### config.mk
export PLATFORM = sky130hd
export DESIGN_NAME = rtc_scandriver
export DESIGN_NICKNAME = d
export VERILOG_FILES = /design/src/rtl/rtc_disp_pkg.sv /design/src/rtl/rtc_bcd7seg.sv /design/src/rtl/rtc_scandriver.sv
export SDC_FILE = /design/constraint.sdc
export NUM_CORES = 1
export LEC_CHECK = 0
export CAP_MARGIN = 20
export CORE_MARGIN = 5
export CORE_UTILIZATION = 35
export DETAILED_ROUTE_END_ITERATION = 7
export GPL_TIMING_DRIVEN = 1
export PLACE_DENSITY = 0.65
export SYNTH_ARGS = -nofsm -noshare
export SYNTH_HDL_FRONTEND = slang
export SYNTH_SLANG_ARGS = --single-unit
### constraint.sdc
create_clock -name i_clk -period 11.3 [get_ports i_clk]
set_clock_uncertainty 0.2 [all_clocks]
set_input_delay 1.13 -clock i_clk [delete_from_list [all_inputs] [get_ports i_clk]]
set_output_delay 1.13 -clock i_clk [all_outputs]
set_load 0.01 [all_outputs]
### src/rtl/rtc_disp_pkg.sv
// Shared constants for the RTC/stopwatch 7-segment display path.
// Glyph patterns are active-high {dp,g,f,e,d,c,b,a}.
package rtc_disp_pkg;

  localparam int MAX_DIGITS = 8;

  localparam logic [7:0] SEG_0    = 8'h3F;
  localparam logic [7:0] SEG_1    = 8'h06;
  localparam logic [7:0] SEG_2    = 8'h5B;
  localparam logic [7:0] SEG_3    = 8'h4F;
  localparam logic [7:0] SEG_4    = 8'h66;
  localparam logic [7:0] SEG_5    = 8'h6D;
  localparam logic [7:0] SEG_6    = 8'h7D;
  localparam logic [7:0] SEG_7    = 8'h07;
  localparam logic [7:0] SEG_8    = 8'h7F;
  localparam logic [7:0] SEG_9    = 8'h6F;
  localparam logic [7:0] SEG_DASH = 8'h40;
  localparam logic [7:0] SEG_OFF  = 8'h00;

endpackage

### src/rtl/rtc_bcd7seg.sv
// Combinational BCD nibble + decimal point to active-high segment pattern.
// Non-BCD codes render as a dash so corrupt counts are visible on the display.
module rtc_bcd7seg
  import rtc_disp_pkg::*;
(
  input  logic [3:0] i_nib,
  input  logic       i_dp,
  output logic [7:0] o_seg
);

  logic [7:0] glyph;

  always_comb begin
    glyph = SEG_DASH;
    unique case (i_nib)
      4'd0:    glyph = SEG_0;
      4'd1:    glyph = SEG_1;
      4'd2:    glyph = SEG_2;
      4'd3:    glyph = SEG_3;
      4'd4:    glyph = SEG_4;
      4'd5:    glyph = SEG_5;
      4'd6:    glyph = SEG_6;
      4'd7:    glyph = SEG_7;
      4'd8:    glyph = SEG_8;
      4'd9:    glyph = SEG_9;
      default: glyph = SEG_DASH;
    endcase
  end

  assign o_seg = {i_dp, glyph[6:0]};

endmodule

### src/rtl/rtc_scandriver.sv
// Time-multiplexed 7-segment scan driver with tear-free frame buffering,
// leading-zero blanking and PWM brightness on the digit enables.
module rtc_scandriver
  import rtc_disp_pkg::*;
#(
  parameter int NUM_DIGITS     = 6,
  parameter int SCAN_DIV       = 1000,
  parameter int ACTIVE_LOW_SEG = 1,
  parameter int ACTIVE_LOW_AN  = 1
) (
  input  logic                    i_clk,
  input  logic                    i_rst,
  input  logic [4*NUM_DIGITS-1:0] i_count,
  input  logic [NUM_DIGITS-1:0]   i_dp,
  input  logic                    i_load,
  input  logic                    i_blank_lz,
  input  logic [3:0]              i_bright,
  output logic [7:0]              o_segout,
  output logic [NUM_DIGITS-1:0]   o_anode,
  output logic                    o_frame
);

  localparam int SC_W  = $clog2(SCAN_DIV);
  localparam int DIG_W = $clog2(NUM_DIGITS);
  localparam logic [SC_W-1:0]  SC_LAST  = SC_W'(SCAN_DIV - 1);
  localparam logic [DIG_W-1:0] DIG_LAST = DIG_W'(NUM_DIGITS - 1);
  localparam logic [7:0] SEG_OFF_PIN = (ACTIVE_LOW_SEG != 0) ? 8'hFF : SEG_OFF;
  localparam logic [NUM_DIGITS-1:0] AN_OFF_PIN =
    (ACTIVE_LOW_AN != 0) ? {NUM_DIGITS{1'b1}} : {NUM_DIGITS{1'b0}};

  logic [SC_W-1:0]         sc_q, sc_d;
  logic [DIG_W-1:0]        dig_q, dig_d;
  logic [4*NUM_DIGITS-1:0] pend_cnt_q, pend_cnt_d, shd_cnt_q, shd_cnt_d;
  logic [NUM_DIGITS-1:0]   pend_dp_q, pend_dp_d, shd_dp_q, shd_dp_d;
  logic                    pend_vld_q, pend_vld_d;
  logic [7:0]              seg_q, seg_d;
  logic [NUM_DIGITS-1:0]   an_q, an_d;
  logic                    frame_q, frame_d;

  logic                  boundary;
  logic [NUM_DIGITS-1:0] blank;
  logic                  leading;
  logic [3:0]            cur_nib;
  logic [7:0]            glyph_seg;
  logic [31:0]           on_len;
  logic                  lit;
  logic [7:0]            seg_act;
  logic [NUM_DIGITS-1:0] an_act;

  assign boundary = (dig_q == DIG_LAST) && (sc_q == SC_LAST);

  always_comb begin
    sc_d       = (sc_q == SC_LAST) ? '0 : sc_q + 1'b1;
    dig_d      = dig_q;
    if (sc_q == SC_LAST) dig_d = (dig_q == DIG_LAST) ? '0 : dig_q + 1'b1;

    pend_cnt_d = pend_cnt_q;
    pend_dp_d  = pend_dp_q;
    pend_vld_d = pend_vld_q;
    shd_cnt_d  = shd_cnt_q;
    shd_dp_d   = shd_dp_q;
    if (i_load) begin
      pend_cnt_d = i_count;
      pend_dp_d  = i_dp;
      pend_vld_d = 1'b1;
    end
    // A load coinciding with the boundary bypasses pending straight into the shadow.
    if (boundary) begin
      pend_vld_d = 1'b0;
      if (i_load) begin
        shd_cnt_d = i_count;
        shd_dp_d  = i_dp;
      end else if (pend_vld_q) begin
        shd_cnt_d = pend_cnt_q;
        shd_dp_d  = pend_dp_q;
      end
    end
  end

  always_comb begin
    blank   = '0;
    leading = i_blank_lz;
    for (int k = NUM_DIGITS - 1; k >= 1; k--) begin
      if (leading && (shd_cnt_q[4*k +: 4] == 4'd0) && !shd_dp_q[k]) blank[k] = 1'b1;
      else leading = 1'b0;
    end
  end

  assign cur_nib = shd_cnt_q[{dig_q, 2'b00} +: 4];

  rtc_bcd7seg u_bcd7seg (
    .i_nib (cur_nib),
    .i_dp  (shd_dp_q[dig_q]),
    .o_seg (glyph_seg)
  );

  // sc = 0 stays dark so the previous digit's enable never overlaps the new segments.
  always_comb begin
    on_len = ((32'(i_bright) + 32'd1) * 32'(SCAN_DIV)) >> 4;
    if (on_len > 32'(SCAN_DIV - 1)) on_len = 32'(SCAN_DIV - 1);
    lit     = (sc_q != '0) && (32'(sc_q) <= on_len);
    seg_act = blank[dig_q] ? SEG_OFF : glyph_seg;
    an_act  = '0;
    if (lit) an_act[dig_q] = 1'b1;
    seg_d   = (ACTIVE_LOW_SEG != 0) ? ~seg_act : seg_act;
    an_d    = (ACTIVE_LOW_AN != 0) ? ~an_act : an_act;
    frame_d = (dig_q == '0) && (sc_q == '0);
  end

  always_ff @(posedge i_clk) begin
    if (i_rst) begin
      sc_q       <= '0;
      dig_q      <= '0;
      pend_cnt_q <= '0;
      pend_dp_q  <= '0;
      pend_vld_q <= 1'b0;
      shd_cnt_q  <= '0;
      shd_dp_q   <= '0;
      seg_q      <= SEG_OFF_PIN;
      an_q       <= AN_OFF_PIN;
      frame_q    <= 1'b0;
    end else begin
      sc_q       <= sc_d;
      dig_q      <= dig_d;
      pend_cnt_q <= pend_cnt_d;
      pend_dp_q  <= pend_dp_d;
      pend_vld_q <= pend_vld_d;
      shd_cnt_q  <= shd_cnt_d;
      shd_dp_q   <= shd_dp_d;
      seg_q      <= seg_d;
      an_q       <= an_d;
      frame_q    <= frame_d;
    end
  end

  assign o_segout = seg_q;
  assign o_anode  = an_q;
  assign o_frame  = frame_q;

endmodule
-- Word-level counts from Yosys, hierarchy flattened
Memories as Yosys holds them, arrays and structs flattened.
Cells that the tools add are included.
- equal/unequal tests: 2
- multipliers: 1
- shift-type cells: 1
- bitwise operators: 2
- add/subtract/negate cells: 3
- muxes and demuxes: 23
- order comparisons: 4
- divide/modulo/power cells: 0
- reduce and logical (&&, ||, !) cells: 31
- operators with widths (operator ; number):
    24-bit 2-to-1 mux ; 2
    10-bit by 32-bit less-or-equal comparator with 1-bit output ; 1
    24-bit by 6-bit variable part select with 4-bit output ; 1
    4-bit zero test ; 5
    6-bit 2-to-1 mux ; 3
    1-bit logical AND ; 14
    5-bit by 7-bit multiplier with 12-bit output, second input constant ; 1
    1-bit 2-to-1 mux ; 12
    11-bit by 10-bit > comparator with 1-bit output, second input constant ; 1
    11-bit 2-to-1 mux ; 1
    10-bit by 1-bit adder with 10-bit output, second input constant ; 1
    10-bit equality test, second input constant ; 1
    10-bit zero test ; 1
    10-bit nonzero test ; 1
    8-bit 2-to-1 mux ; 1
    8-bit NOT ; 1
    1-bit binary-select mux with 3-bit select ; 2
    6-bit NOT ; 1
    4-bit by 1-bit adder with 5-bit output, second input constant ; 1
    1-bit zero test ; 5
    3-bit by 4-bit < comparator with 1-bit output, second input constant ; 1
    2-bit OR reduction ; 2
    3-bit by 1-bit adder with 3-bit output, second input constant ; 1
    1-bit demux with 3-bit select ; 1
    6 further kinds ; 6
- memories kept: 1
- flip-flop bits (word level): 89
- bits in latches: 0
- memory bits (writable): 0
- output and inout bits: 15
- logic and storage cells: 78
- bits in read-only memories: 112
- input bits: 38
- memory list (name ; depth ; width ; rd ports ; clocked after memory_dff ; wr ports ; line ; source):
    (name not given) ; 16 ; 7 ; 1 ; 0 ; 0 ; rtc_bcd7seg.sv:15 ; unique case (i_nib)

-- Logic depth before layout (Yosys ltp)
- word-level depth: 20
- mapped depth: 23
- depth with buffers taken out: 23

-- Modules after synthesis
Synthesis repeated with hierarchy kept, for this count alone.
- cells, all modules: 514
- area total of the unflattened synthesis: 4977.3 µm²
- by module, submodules not included (module ; times used ; cells an instance ; area an instance (µm²) ; seq. area each (µm²)):
    rtc_scandriver ; 1 ; 484 ; 4742.0 ; 1781.7
    rtc_bcd7seg ; 1 ; 30 ; 235.2 ; 0.0

-- Worst setup path after synthesis
No wires, ideal clock.
- path kind: input-to-reg
- start: in i_bright[0]
- end: reg an_q[0], in the netlist o_anode[0]
- arrival time: 5.796 ns
- stages on the path: 23
- slack: 5.168 ns
- data required time: 10.965 ns
- path buffers: 0
- library setup time: 0.135 ns
- path through: ha_1 > xor2_1 > inv_1 > fa_1 > inv_1 > fa_1 > inv_1 > fa_1 > inv_1 > ha_1 > inv_1 > a2111oi_0 > nor2_1 > xnor2_1 > a41o_2 > nor2_1 > ha_1 > nor2b_1 > o21a_1 > o21ai_0 > a21oi_1 > o21ai_0 > o21ai_0
- longest elaborated chain between the ends: 8
- RTL lines (element ; line ; source):
    start, declared ; rtc_scandriver.sv:17 ; input logic [3:0] i_bright,
    4-bit by 1-bit adder with 5-bit output (*) ; rtc_scandriver.sv:99 ; on_len = ((32'(i_bright) + 32'd1) * 32'(SCAN_DIV)) >> 4;
    5-bit by 7-bit multiplier with 12-bit output (*) ; rtc_scandriver.sv:99 ;
    11-bit by 10-bit > comparator with 1-bit output ; rtc_scandriver.sv:100 ; if (on_len > 32'(SCAN_DIV - 1)) on_len = 32'(SCAN_DIV - 1);
    11-bit 2-to-1 mux (*) ; rtc_scandriver.sv:100 ;
    10-bit by 32-bit less-or-equal comparator with 1-bit output (*) ; rtc_scandriver.sv:101 ; lit = (sc_q != '0) && (32'(sc_q) <= on_len);
    1-bit logical AND (*) ; rtc_scandriver.sv:101 ;
    6-bit 2-to-1 mux (*) ; rtc_scandriver.sv:104 ; if (lit) an_act[dig_q] = 1'b1;
    6-bit NOT (*) ; rtc_scandriver.sv:106 ; an_d = (ACTIVE_LOW_AN != 0) ? ~an_act : an_act;
    end signal, assigned ; rtc_scandriver.sv:131 ; an_q <= an_d;
    end, declared ; rtc_scandriver.sv:37 ; logic [NUM_DIGITS-1:0] an_q, an_d;
Every way passes the cells marked *; elsewhere a longest branch is shown, timed or not.
A chain may end at the register's enable or synchronous reset.

-- Worst setup path after layout
- start: in i_bright[0]
- end: reg an_q[2], in the netlist o_anode[2]
The elaborated chain is that of the path after synthesis.

==> results_tabular.tex <==
\begin{tabular}{lr}
\hline
Metric & Value \\
\hline
\multicolumn{2}{l}{\textbf{Synthesis}} \\
\quad Number of synthesis warnings & 0 \\
\quad Library cells used by synthesis & 52 \\
\quad Post-synthesis instance area & 4950 um2 \\
\quad Fraction of the yosys area taken by sequential cells & between 30\% and 40\% \\
\quad Number of flops mapped to enable cells by yosys & 0 \\
\quad Avg Cell Area, Syn & between 9 and 10 um2 \\
\quad Post-synthesis register bit count & 89 \\
\quad Net count of the mapped netlist & 605 \\
\quad Cell count after synthesis & 520 \\
\quad Leading register cell type out of synthesis & sky130\_fd\_sc\_hd\_\_dfxtp\_1 \\
\quad Share of async-settable or async-resettable flops after synthesis & 0\% \\
\multicolumn{2}{l}{\textbf{Clock network}} \\
\quad Number of buffers inserted by post-CTS setup repair & 0 \\
\quad Hold-fix buffer count after cts & 0 \\
\quad Deepest level of the CTS H-tree & 3 \\
\quad Post-CTS resize count & 0 \\
\quad Clock Root Buffer & sky130\_fd\_sc\_hd\_\_clkbuf\_16 \\
\quad Number of clock buffers inserted by TritonCTS & 9 \\
\quad CTS tree & built \\
\quad Worst-Skew Late Latency & around 340 ps \\
\quad Clk slew on worst S/H paths & 70 ps \\
\quad Clk sink count & 89 \\
\quad Bufs on Longest Clock Path & 2 \\
\multicolumn{2}{l}{\textbf{Drt}} \\
\quad Iteration count of the initial detailed-routing pass & 4 \\
\quad Detail-routed via count per cell & 4.95 \\
\quad Average wire per standard cell & 13.7 um \\
\quad Number of nets with antenna violations after detailed routing & 0 \\
\quad DRC errors left & 0 \\
\quad Via count & 3694 \\
\quad Starting DRT DRC Count & 286 \\
\quad Detailed-route wire length & between 10000 and 15000 um \\
\multicolumn{2}{l}{\textbf{Critical path}} \\
\quad Startpoint type of the worst setup path & input port \\
\quad Critical Path Sink Type & flop \\
\quad Category of cells accounting for the largest share of critical-path delay & adder cells \\
\quad Crit-path cells & clkdlybuf4s50\_1, ha\_1, xor2\_1, inv\_1, fa\_1, inv\_1, fa\_1, inv\_1, fa\_1, inv\_1, ha\_1, inv\_1, a2111oi\_0, nor2\_1, xnor2\_1, a41o\_2, nor2\_1, ha\_1, nor2b\_1, o21a\_1, o21ai\_0, a21oi\_1, o21ai\_0, o21ai\_0 \\
\quad Arr. time, crit path & 7160 ps \\
\quad Maximum net fanout on the critical path & 9 \\
\quad Most common cell on crit path & sky130\_fd\_sc\_hd\_\_inv\_1 \\
\quad Maximum cell stage delay along the critical path & 730 ps \\
\quad Critical path buffer and inverter count & 6 \\
\quad Worst Setup Path Type & input port to flop \\
\quad Slowest CP cell & sky130\_fd\_sc\_hd\_\_clkdlybuf4s50\_1 \\
\quad Worst path required time & 11300 ps \\
\multicolumn{2}{l}{\textbf{GRT}} \\
\quad Number of global-route vias before repair & around 3600 \\
\quad Initial antenna violation count & 0 \\
\quad Largest net degree at the start of global routing & 74 \\
\quad GRT Resource Usage Total & 12.7\% \\
\quad Final global-route overflow total & 0 \\
\quad Wire length of the first global-routing pass & between 15000 and 20000 um \\
\multicolumn{2}{l}{\textbf{Timing}} \\
\quad Setup repair after global routing missed its margin & no \\
\quad Max transition margin & 35.2\% \\
\quad Worst-Margin Slew & 963 ps \\
\quad Number of failing setup endpoints in the final timing report & 0 \\
\quad Final number of hold-violating endpoints & 0 \\
\quad Upper clock frequency limit & about 0.14 GHz \\
\quad Slack of the critical path & 4140 ps \\
\quad Max-slew violation total from the final report & 0 \\
\quad Setup TNS Final & 0 ps \\
\quad Fraction of the cycle the final worst path needs & 63.4\% \\
\quad Shortest clock period the worst path allows after layout & $\sim$7000 ps \\
\multicolumn{2}{l}{\textbf{Floorplan}} \\
\quad CORE AREA & 13900 um2 \\
\quad DIE WIDTH & 129 um \\
\quad Full die area & 16600 um2 \\
\quad Number of I/O pins & 53 \\
\quad Initial cell density of the core & 35.6\% \\
\quad Row count & 43 \\
\quad DIE HEIGHT & about 130 um \\
\multicolumn{2}{l}{\textbf{Layout}} \\
\quad Final non-filler cell area & 5870 um2 \\
\quad Share of cells above drive strength 1 & 11.3\% \\
\quad Antenna diodes & 0 \\
\quad Area added between synthesis and finish & 18.7\% \\
\quad Total number of nets in the final design & 646 \\
\quad Final cell count without fillers & 746 \\
\multicolumn{2}{l}{\textbf{Pwr}} \\
\quad Peak VDD IR & 0.0684 mV \\
\quad Pwr dens & $\sim$150 nW/um2 \\
\quad Leakage dissipation & approximately 2.4 nW \\
\multicolumn{2}{l}{\textbf{Placed design}} \\
\quad Placement Cell Area & 5570 um2 \\
\quad PortBufs & between 50 and 60 \\
\quad \# placed instances & 730 \\
\quad Detailed placer's ending HPWL & 7730 um \\
\quad Weighted congestion at the end of routability-driven global placement & 0.829 \\
\quad Dpl ws & 3800 ps \\
\multicolumn{2}{l}{\textbf{Job}} \\
\quad Number of maximum-capacitance constraint violations & 0 \\
\multicolumn{2}{l}{\textbf{Outcome}} \\
\quad Result of the run & finished clean \\
\multicolumn{2}{l}{\textbf{Hold path}} \\
\quad Hold/Removal Path Class & flop to flop \\
\hline
\end{tabular}
[layout make-up]
| cell class | count | area [um2] |
|---|---|---|
| clock inverters | 7 | 76.3 |
| well taps | 180 | 225 |
| flip-flops and latches | 89 | 1780 |
| clock buffers | 9 | 225 |
| multi-input cells | 372 | 2910 |
| repair buffers | 54 | 526 |
| fillers | 1343 | 8010 |
| inverters | 35 | 131 |
[per-stage QoR]
step	total power [mW]	hold slack (ps)	utilization (%)
final	0.889	274	42.3
after global routing	0.946	304	42.3
after CTS	0.896	281	42.3
after detailed placement	0.594	269	40.1
after global placement	0.586	242	40.1
after floorplan	0.529	226	-
[cells in the mapped netlist (8+ instances only)]
cell type / number / share of area [%]
sky130_fd_sc_hd__nor2_1: 97 / 7.4
sky130_fd_sc_hd__dfxtp_1: 89 / 36
sky130_fd_sc_hd__ha_1: 37 / 9.4
sky130_fd_sc_hd__mux2i_1: 36 / 7.3
sky130_fd_sc_hd__inv_1: 35 / 2.7
sky130_fd_sc_hd__a211oi_2: 30 / 7.6
sky130_fd_sc_hd__o21ai_0: 21 / 2.1
sky130_fd_sc_hd__nand2_1: 20 / 1.5
sky130_fd_sc_hd__a21oi_1: 17 / 1.7
sky130_fd_sc_hd__clkbuf_1: 16 / 1.2
sky130_fd_sc_hd__fa_1: 10 / 4.0
sky130_fd_sc_hd__xnor2_1: 10 / 1.8
sky130_fd_sc_hd__nand3_1: 9 / 0.91
sky130_fd_sc_hd__xor2_1: 8 / 1.4
[layout by cell type (no fill, tap or decap), drive strengths merged, types with 6 or more instances in the layout]
cell / Yosys / final
a211oi: 32 / 32
a21oi: 18 / 18
clkbuf: 16 / 9
clkdlybuf4s50: 0 / 50
dfxtp: 89 / 89
fa: 10 / 10
ha: 37 / 37
inv: 35 / 37
mux2i: 36 / 36
nand2: 21 / 21
nand3: 9 / 9
nor2: 97 / 97
nor3: 6 / 6
nor4: 6 / 6
o21ai: 21 / 21
xnor2: 10 / 10
xor2: 8 / 8
[final timing paths]
| kind | from | end | slack (ps) | depth (start not counted) |
|---|---|---|---|---|
| setup / recovery | i_bright[0] | o_anode[2]$_SDFF_PP1_ | 4140 | 24 |
| hold / removal | sc_q[0]$_SDFF_PP0_ | sc_q[0]$_SDFF_PP0_ | 270 | 1 |
| setup reg to reg | sc_q[5]$_SDFF_PP0_ | shd_cnt_q[21]$_SDFFE_PP0P_ | 8160 | 7 |
| hold reg to reg | sc_q[0]$_SDFF_PP0_ | sc_q[0]$_SDFF_PP0_ | 270 | 1 |
[kinds of logic (layout without fill, tap and decap cells)]
family | Yosys count | count (layout) | synth area share, %
XOR/XNOR | 19 | 19 | 3.64
adder cells (fa/ha/maj) | 47 | 47 | 13.4
AND/OR/NAND/NOR | 174 | 174 | 16.8
multiplexers | 41 | 41 | 9.56
buffers and inverters | 59 | 105 | 5.21
flip-flops | 89 | 89 | 36.0
AO/OA/AOI/OAI | 91 | 91 | 15.4
[where the power goes]
part           switching [mW]  internal, mW  total, mW
logic                   0.148         0.116      0.263
registers             0.00314         0.323      0.326
clock network           0.127         0.173      0.300
total                   0.278         0.611      0.889
[metal layers]
metal | up-vias | GRT usage (%) | routed length, um
met5 | - | 0 | 0
met4 | 0 | 3.21 | 89
met3 | 7 | 3.32 | 479
met2 | 77 | 20.7 | 4710
met1 | 1737 | 16.9 | 4930
li1 | 1873 | - | -
[state kept, by name (all words and copies together), names as in the netlist]
| name | flops |
|---|---|
| pend_cnt_q | 24 |
| o_anode | 6 |
| shd_dp_q | 6 |
| sc_q | 10 |
| pend_vld_q | 1 |
| shd_cnt_q | 24 |
| dig_q | 3 |
| o_segout | 8 |
| o_frame | 1 |
| pend_dp_q | 6 |
(Power assumes the default switching activity.)
